File: src/rtl/serial_pair_receiver_if.sv
// Handshake and data bundle between the dual shift-register pair, this
// receiver and its consumer.
interface serial_pair_receiver_if;
    logic       Start;
    logic       A_In;
    logic       B_In;
    logic       Ack;
    logic       Shift_En;
    logic       Busy;
    logic       Valid;
    logic [2:0] Count;
    logic [7:0] A_Data;
    logic [7:0] B_Data;

    // Receiver side
    modport slave (
        input  Start,
        input  A_In,
        input  B_In,
        input  Ack,
        output Shift_En,
        output Busy,
        output Valid,
        output Count,
        output A_Data,
        output B_Data
    );

    // Requester / sender / consumer side
    modport master (
        output Start,
        output A_In,
        output B_In,
        output Ack,
        input  Shift_En,
        input  Busy,
        input  Valid,
        input  Count,
        input  A_Data,
        input  B_Data
    );
endinterface

File: src/rtl/serial_pair_receiver.sv
// Two-lane LSB-first serial-to-parallel receiver: drives the shared shift
// enable for eight cycles, assembles both bytes, then holds them until Ack.
module serial_pair_receiver (
    input  logic                  Clk,
    input  logic                  Reset_n,
    serial_pair_receiver_if.slave bus
);

    typedef enum logic [1:0] {
        IDLE  = 2'd0,
        SHIFT = 2'd1,
        DONE  = 2'd2
    } state_t;

    state_t     state;
    state_t     state_next;
    logic [7:0] shreg_a;
    logic [7:0] shreg_b;
    logic [7:0] data_a;
    logic [7:0] data_b;
    logic [2:0] count;
    logic       last_shift;

    assign last_shift = (count == 3'd7);

    always_ff @(posedge Clk or negedge Reset_n) begin
        if (!Reset_n) begin
            state <= IDLE;
        end else begin
            state <= state_next;
        end
    end

    always_comb begin
        state_next = state;
        unique case (state)
            IDLE:    if (bus.Start) state_next = SHIFT;
            SHIFT:   if (last_shift) state_next = DONE;
            DONE:    if (bus.Ack) state_next = IDLE;
            default: state_next = IDLE;
        endcase
    end

    // Count wraps 7->0 on the capture edge, so it already reads 0 in DONE.
    always_ff @(posedge Clk or negedge Reset_n) begin
        if (!Reset_n) begin
            shreg_a <= '0;
            shreg_b <= '0;
            data_a  <= '0;
            data_b  <= '0;
            count   <= '0;
        end else begin
            unique case (state)
                IDLE: begin
                    if (bus.Start) begin
                        count <= '0;
                    end
                end
                SHIFT: begin
                    shreg_a <= {bus.A_In, shreg_a[7:1]};
                    shreg_b <= {bus.B_In, shreg_b[7:1]};
                    count   <= count + 3'd1;
                    if (last_shift) begin
                        data_a <= {bus.A_In, shreg_a[7:1]};
                        data_b <= {bus.B_In, shreg_b[7:1]};
                    end
                end
                default: begin
                end
            endcase
        end
    end

    assign bus.Shift_En = (state == SHIFT);
    assign bus.Busy     = (state == SHIFT) || (state == DONE);
    assign bus.Valid    = (state == DONE);
    assign bus.Count    = count;
    assign bus.A_Data   = data_a;
    assign bus.B_Data   = data_b;

endmodule

File: src/flat_wrapper.sv
// flat-port wrapper written by rule: the top's interface ports become plain ports
module serial_pair_receiver_flat 
  (Clk, Reset_n, bus_Start, bus_A_In, bus_B_In, bus_Ack, bus_Shift_En, bus_Busy, bus_Valid, bus_Count, bus_A_Data, bus_B_Data);
  serial_pair_receiver_if bus_i ();
  input  logic Clk;
  input  logic Reset_n;
  input wire logic [$bits(bus_i.Start)-1:0] bus_Start;
  input wire logic [$bits(bus_i.A_In)-1:0] bus_A_In;
  input wire logic [$bits(bus_i.B_In)-1:0] bus_B_In;
  input wire logic [$bits(bus_i.Ack)-1:0] bus_Ack;
  output wire logic [$bits(bus_i.Shift_En)-1:0] bus_Shift_En;
  output wire logic [$bits(bus_i.Busy)-1:0] bus_Busy;
  output wire logic [$bits(bus_i.Valid)-1:0] bus_Valid;
  output wire logic [$bits(bus_i.Count)-1:0] bus_Count;
  output wire logic [$bits(bus_i.A_Data)-1:0] bus_A_Data;
  output wire logic [$bits(bus_i.B_Data)-1:0] bus_B_Data;
  assign bus_i.Start = bus_Start;
  assign bus_i.A_In = bus_A_In;
  assign bus_i.B_In = bus_B_In;
  assign bus_i.Ack = bus_Ack;
  assign bus_Shift_En = bus_i.Shift_En;
  assign bus_Busy = bus_i.Busy;
  assign bus_Valid = bus_i.Valid;
  assign bus_Count = bus_i.Count;
  assign bus_A_Data = bus_i.A_Data;
  assign bus_B_Data = bus_i.B_Data;
  serial_pair_receiver u_core (.Clk(Clk), .Reset_n(Reset_n), .bus(bus_i));
endmodule
File: config.mk
export PLATFORM = sky130hd
export DESIGN_NAME = serial_pair_receiver_flat
export DESIGN_NICKNAME = d
export VERILOG_FILES = /design/src/rtl/serial_pair_receiver_if.sv /design/src/rtl/serial_pair_receiver.sv /design/src/flat_wrapper.sv
export SDC_FILE = /design/constraint.sdc
export NUM_CORES = 1
export LEC_CHECK = 0
export BUFFER_PORTS_ARGS = -buffer_cell sky130_fd_sc_hd__buf_2
export CAP_MARGIN = 20
export CORE_ASPECT_RATIO = 1.75
export CORE_MARGIN = 2
export CORE_UTILIZATION = 57
export CTS_BUF_LIST = sky130_fd_sc_hd__clkbuf_8 sky130_fd_sc_hd__clkbuf_16
export DETAILED_ROUTE_END_ITERATION = 16
export PLACE_DENSITY = 0.82
export SYNTH_ARGS = -nofsm -noshare
export SYNTH_HDL_FRONTEND = slang
export SYNTH_SLANG_ARGS = --single-unit
File: constraint.sdc
create_clock -name Clk -period 2.45 [get_ports Clk]
set_clock_uncertainty 0.05 [all_clocks]
set_input_delay 0.1225 -clock Clk [delete_from_list [all_inputs] [get_ports Clk]]
set_output_delay 0.1225 -clock Clk [all_outputs]
set_load 0.01 [all_outputs]
Word-level counts from Yosys, hierarchy flattened --
Cells that the tools add are included.
Word-level totals: logic and storage cells 25, bits of input ports 6, output and inout port bits 22, flip-flop bits (word level) 37
Cells by class: add/subtract/negate cells 1, mux-type cells 6, equal/unequal tests 6, reductions and logical operators 6
Operators with widths (number):
- 2-bit two-way mux | 3
- 2-bit one-hot mux with 3 select lines | 1
- 3-bit one-hot mux with 2 select lines | 1
- 2-bit inequality test, second input constant | 2
- 2-bit AND reduction | 2
- 3-bit by 1-bit adder with 3-bit output, second input constant | 1
- 3-bit equality test, second input constant | 1
- 3-bit two-way mux | 1
- 3-bit AND reduction | 1
- 2-bit by 1-bit equality test with 1-bit output, second input constant | 1
- 2-bit equality test, second input constant | 1
- 2-bit logical NOT | 1
- 2-bit by 1-bit inequality test with 1-bit output, second input constant | 1
- 2-bit nonzero test | 1
- 1-bit logical OR | 1

Logic depth before layout (Yosys ltp) --
depth in word-level cells 3, gate-level depth with buffers 6, gate-level depth less buffers 5

Worst setup path after synthesis --
OpenSTA, ideal clock, no wires.
path kind reg2reg, from reg u_core.count[0], in the netlist u_core.bus.Count[0], to reg u_core.data_a[5], in the netlist u_core.bus.A_Data[5], data required time 2.275 ns, cell stages (with the launch flop) 6, clock period less this slack 1.597 ns, path slack 0.853 ns, path buffers 1, setup time 0.125 ns, data arrival time 1.422 ns, path through dfrtp_1 ha_1 ha_1 nand2_2 buf_6 mux2_2
On the way: word-level cells in the longest chain between the ends 2
Ends and longest elaborated chain:
- from (decl) | line serial_pair_receiver.sv:21 | logic [2:0] count;
- from (signal assigned) | line serial_pair_receiver.sv:62 | count <= count + 3'd1;
- 3-bit equality test | line serial_pair_receiver.sv:24 | assign last_shift = (count == 3'd7);
- 2-bit AND reduction (no source line)
- to (signal assigned) | line serial_pair_receiver.sv:64 | data_a <= {bus.A_In, shreg_a[7:1]};
- to (decl) | line serial_pair_receiver.sv:19 | logic [7:0] data_a;
Every way passes these cells. A chain may end at the register's enable or synchronous reset.

Worst setup path after layout --
from reg u_core.state[1], to reg u_core.data_b[2], in the netlist u_core.bus.B_Data[2]
On the way: word-level cells in the longest chain between the ends 2
Ends and longest elaborated chain:
- from (decl) | line serial_pair_receiver.sv:15 | state_t state;
- from (signal assigned) | line serial_pair_receiver.sv:30 | state <= state_next;
- 2-bit by 1-bit equality test with 1-bit output | line serial_pair_receiver.sv:53 | unique case (state)
- 2-bit AND reduction (no source line)
- to (signal assigned) | line serial_pair_receiver.sv:65 | data_b <= {bus.B_In, shreg_b[7:1]};
- to (decl) | line serial_pair_receiver.sv:20 | logic [7:0] data_b;
Every way passes these cells.

==> summary.md <==
| Metric | Value |
|---|---|
| Share of layout cells above drive strength 1 | `54.0%` |
| CTS buffer count | `5` |
| Std-Cell Rows | `23` |
| 1st-iter DRT viols | `12` |
| Clk_lat worst skew | `0.29 ns` |
| Seq/Total Area, Yosys | `61.9%` |
| Achievable frequency | `585 MHz` |
| Clock Path Buffers | `2` |
| Wirelength per Cell | `14.5 microns` |
| CTS resizes | `0` |
| Switch Pwr | `0.606 mW` |
| Final Hold Fails | `0` |
| CP top delay family | `flip-flops` |
| Hold_buf cts | `1` |
| Seq pwr share | `47.0%` |
| Busiest grt layer | `met2` |
| CP Launch Point | `u_core.state[1]$_DFFE_PN0P_` |
| P_int | `1.31 mW` |
| Die area | `2910 sq um` |
| Tot GR Track Use | `18.5%` |
| Largest area contributor in the netlist | `dfrtp_1` |
| First-pass GRT wire length | `3930 microns` |
| CP endpoint | `u_core.bus.B_Data[2]$_DFFE_PN0P_` |
| MaxCap Viol Count | `0` |
| IO buf count | `27` |
| Met3 GRT Util | `4.91%` |
| RSZ-0062 raised after global routing | `false` |
| Synthesized area | `1410 sq um` |
| DP Wirelength | `1510 microns` |
| Slew Limit Fails | `0` |
| Clock share of power | `21.2%` |
| Vias per cell | `5.50` |
| Initial Util | `60.7%` |
| I/O pin cnt | `28` |
| Synth Net Count | `101` |
| Antenna cells | `0` |
| Yosys Warn Count | `0` |
| Comb pwr share | `31.8%` |
| Die extent in y | `69.9 microns` |
| Post-route ant nets | `0` |
| CP Launch Type | `register` |
| Buf+Inv Stages, Crit Path | `1` |
| Reg2Reg Depth | `4` |
| Initial antenna violation count | `0` |
| Clock-pin slew on the worst setup and hold paths | `0.07 ns` |
| Tot Pwr | `1.91 mW` |
| Sw Share | `31.7%` |
| Post-route DRC | `0` |
| Clock root cell | `clkbuf_8` |
| Critical path depth | `4` |
| Post-Layout Cell Count | `149` |
| CP peak stage delay | `0.39 ns` |
| Total Wirelength | `2160 microns` |
| Total negative slack | `0 ns` |
| DR pass1 iterations | `3` |
| Synth Instances | `90` |
| Final setup fails | `0` |
| Pwr dens | `1160 nW/um^2` |
| Vias | `820` |
| Synthesized flop and latch total | `35` |
| Leakage | `0.871 nW` |
| Unique masters post-synth | `15` |
| CTS tree | `done` |
| Met1 usage | `21.0%` |
| Final core utilization | `71.1%` |
| Worst hold path type | `in -> reg` |
| Required @ worst endpoint | `2.57 ns` |
| Pin count of the biggest net entering global routing | `36` |
| Sink Count | `35` |
| Post-layout min period | `1.71 ns` |
| Crit path capture type | `register` |
| Synth area leaders | `dfrtp_1 62%, mux2_2 24%, ha_1 4.4%, buf_6 1.6%, a32o_1 1.4%` |
| Hold Slack | `0.0315 ns` |
| Syn_area_per_cell | `15.7 sq um` |
| Crit path DAT | `1.83 ns` |
| Origin of the critical flop-to-flop path | `u_core.state[1]$_DFFE_PN0P_` |
| Core Footprint | `2330 sq um` |
| Die width | `41.7 microns` |
| Nets | `134` |
| GRT met2 Usage | `28.3%` |
| CP Cell Sequence | `inv_1 > ha_1 > nand2_2 > mux2_2` |
| FF-to-FF End | `u_core.bus.B_Data[2]$_DFFE_PN0P_` |
| Slowest stage cell, crit path | `dfrtp_1` |
| Setup CP Type | `reg -> reg` |
| Overflow after GRT | `0` |
| H-tree levels | `2` |
| Fillers | `167` |
| Max IR drop VDD | `0.718 mV` |
| Vias in the first global route | `838` |
| Worst slew margin | `51.4%` |
| Outcome | `completed` |
| Worst Path Max Fanout | `16` |
| Postcts setup bufs | `0` |
| Dpl cells | `140` |
| GP Congestion | `0.703` |
| Tcrit/Tclk final | `69.8%` |
| Top-area cell type share of the netlist area | `61.9%` |
| R2R Setup Slk | `0.74 ns` |
| Slew @ Worst Pin | `0.729 ns` |
| Layout Area Growth over Synthesis | `17.2%` |
cell type report:
cell class	instances	area, sq um	share of cell area (%)
clock buffers	5	68.8	4.15
multi-input cells	49	497	30.0
repair buffers	29	153	9.21
inverters	3	11.3	0.680
well taps	25	31.3	1.89
flip-flops and latches	35	876	52.9
clock inverters	3	20.0	1.21
cells by family (layout without fill, tap and decap cells):
family	Yosys count	count (layout)	synth area share (%)
compound gates	5	5	2.65
fa+ha+maj	5	5	4.42
buf+inv	6	40	2.92
flops	35	35	61.9
mux	32	32	25.4
simple gates	7	7	2.66
cells in the final DEF (no fill, tap or decap), types with 2 or more instances in the layout:
cell	instances
clkinvlp_4	2
ha_1	5
a31oi_1	2
a32o_1	2
mux2_2	30
clkbuf_8	5
nand2_1	2
nand2b_1	3
buf_2	27
inv_1	3
dfrtp_1	35
stage by stage:
step / worst slack (ns) / cell area, sq um
after floorplan: 0.853 / 1410
after global placement: 0.760 / 1560
after detailed placement: 0.719 / 1560
after CTS: 0.703 / 1660
after global routing: 0.582 / 1660
final: 0.741 / 1660
per-layer routing:
| metal | share of wire [%] | routed length, microns |
|---|---|---|
| met5 | 0 | 0 |
| met4 | 4.1 | 89 |
| met3 | 4.7 | 102 |
| met2 | 51 | 1100 |
| met1 | 40 | 867 |
power by group through the flow:
stage | logic [mW] | clock network [mW] | registers, mW
finish | 0.609 | 0.405 | 0.900
global placement | 0.596 | 0 | 0.901
floorplan | 0.444 | 0 | 0.907
global route | 0.681 | 0.438 | 0.933
detailed placement | 0.616 | 0 | 0.912
CTS | 0.622 | 0.421 | 0.904
synth_stat cells, drive strengths merged:
master  count
nand3       1
mux2       31
mux2i       1
ha          5
inv         3
nand2       3
o21ai       1
dfrtp      35
a32o        2
buf         3
nand2b      3
a31oi       2
worst min path at each step:
stage	depth (start not counted)	slack [ns]	from	endpoint
after floorplan	0	-0.22	Reset_n	u_core.bus.A_Data[0]$_DFFE_PN0P_
after global placement	1	0.16	Reset_n	u_core.bus.Count[2]$_DFFE_PN0P_
after detailed placement	1	0.17	Reset_n	u_core.bus.Count[0]$_DFFE_PN0P_
after CTS	2	0.02	bus_A_In	u_core.bus.A_Data[7]$_DFFE_PN0P_
after global routing	2	0.04	bus_B_In	u_core.bus.B_Data[7]$_DFFE_PN0P_
final	2	0.03	bus_B_In	u_core.shreg_b[7]$_DFFE_PN0P_
sequential cells by signal (all words and copies together) (netlist names):
name,count
u_core.shreg_b,7
u_core.bus.Count,3
u_core.state,2
u_core.bus.B_Data,8
u_core.shreg_a,7
u_core.bus.A_Data,8
(Power assumes the default switching activity.)
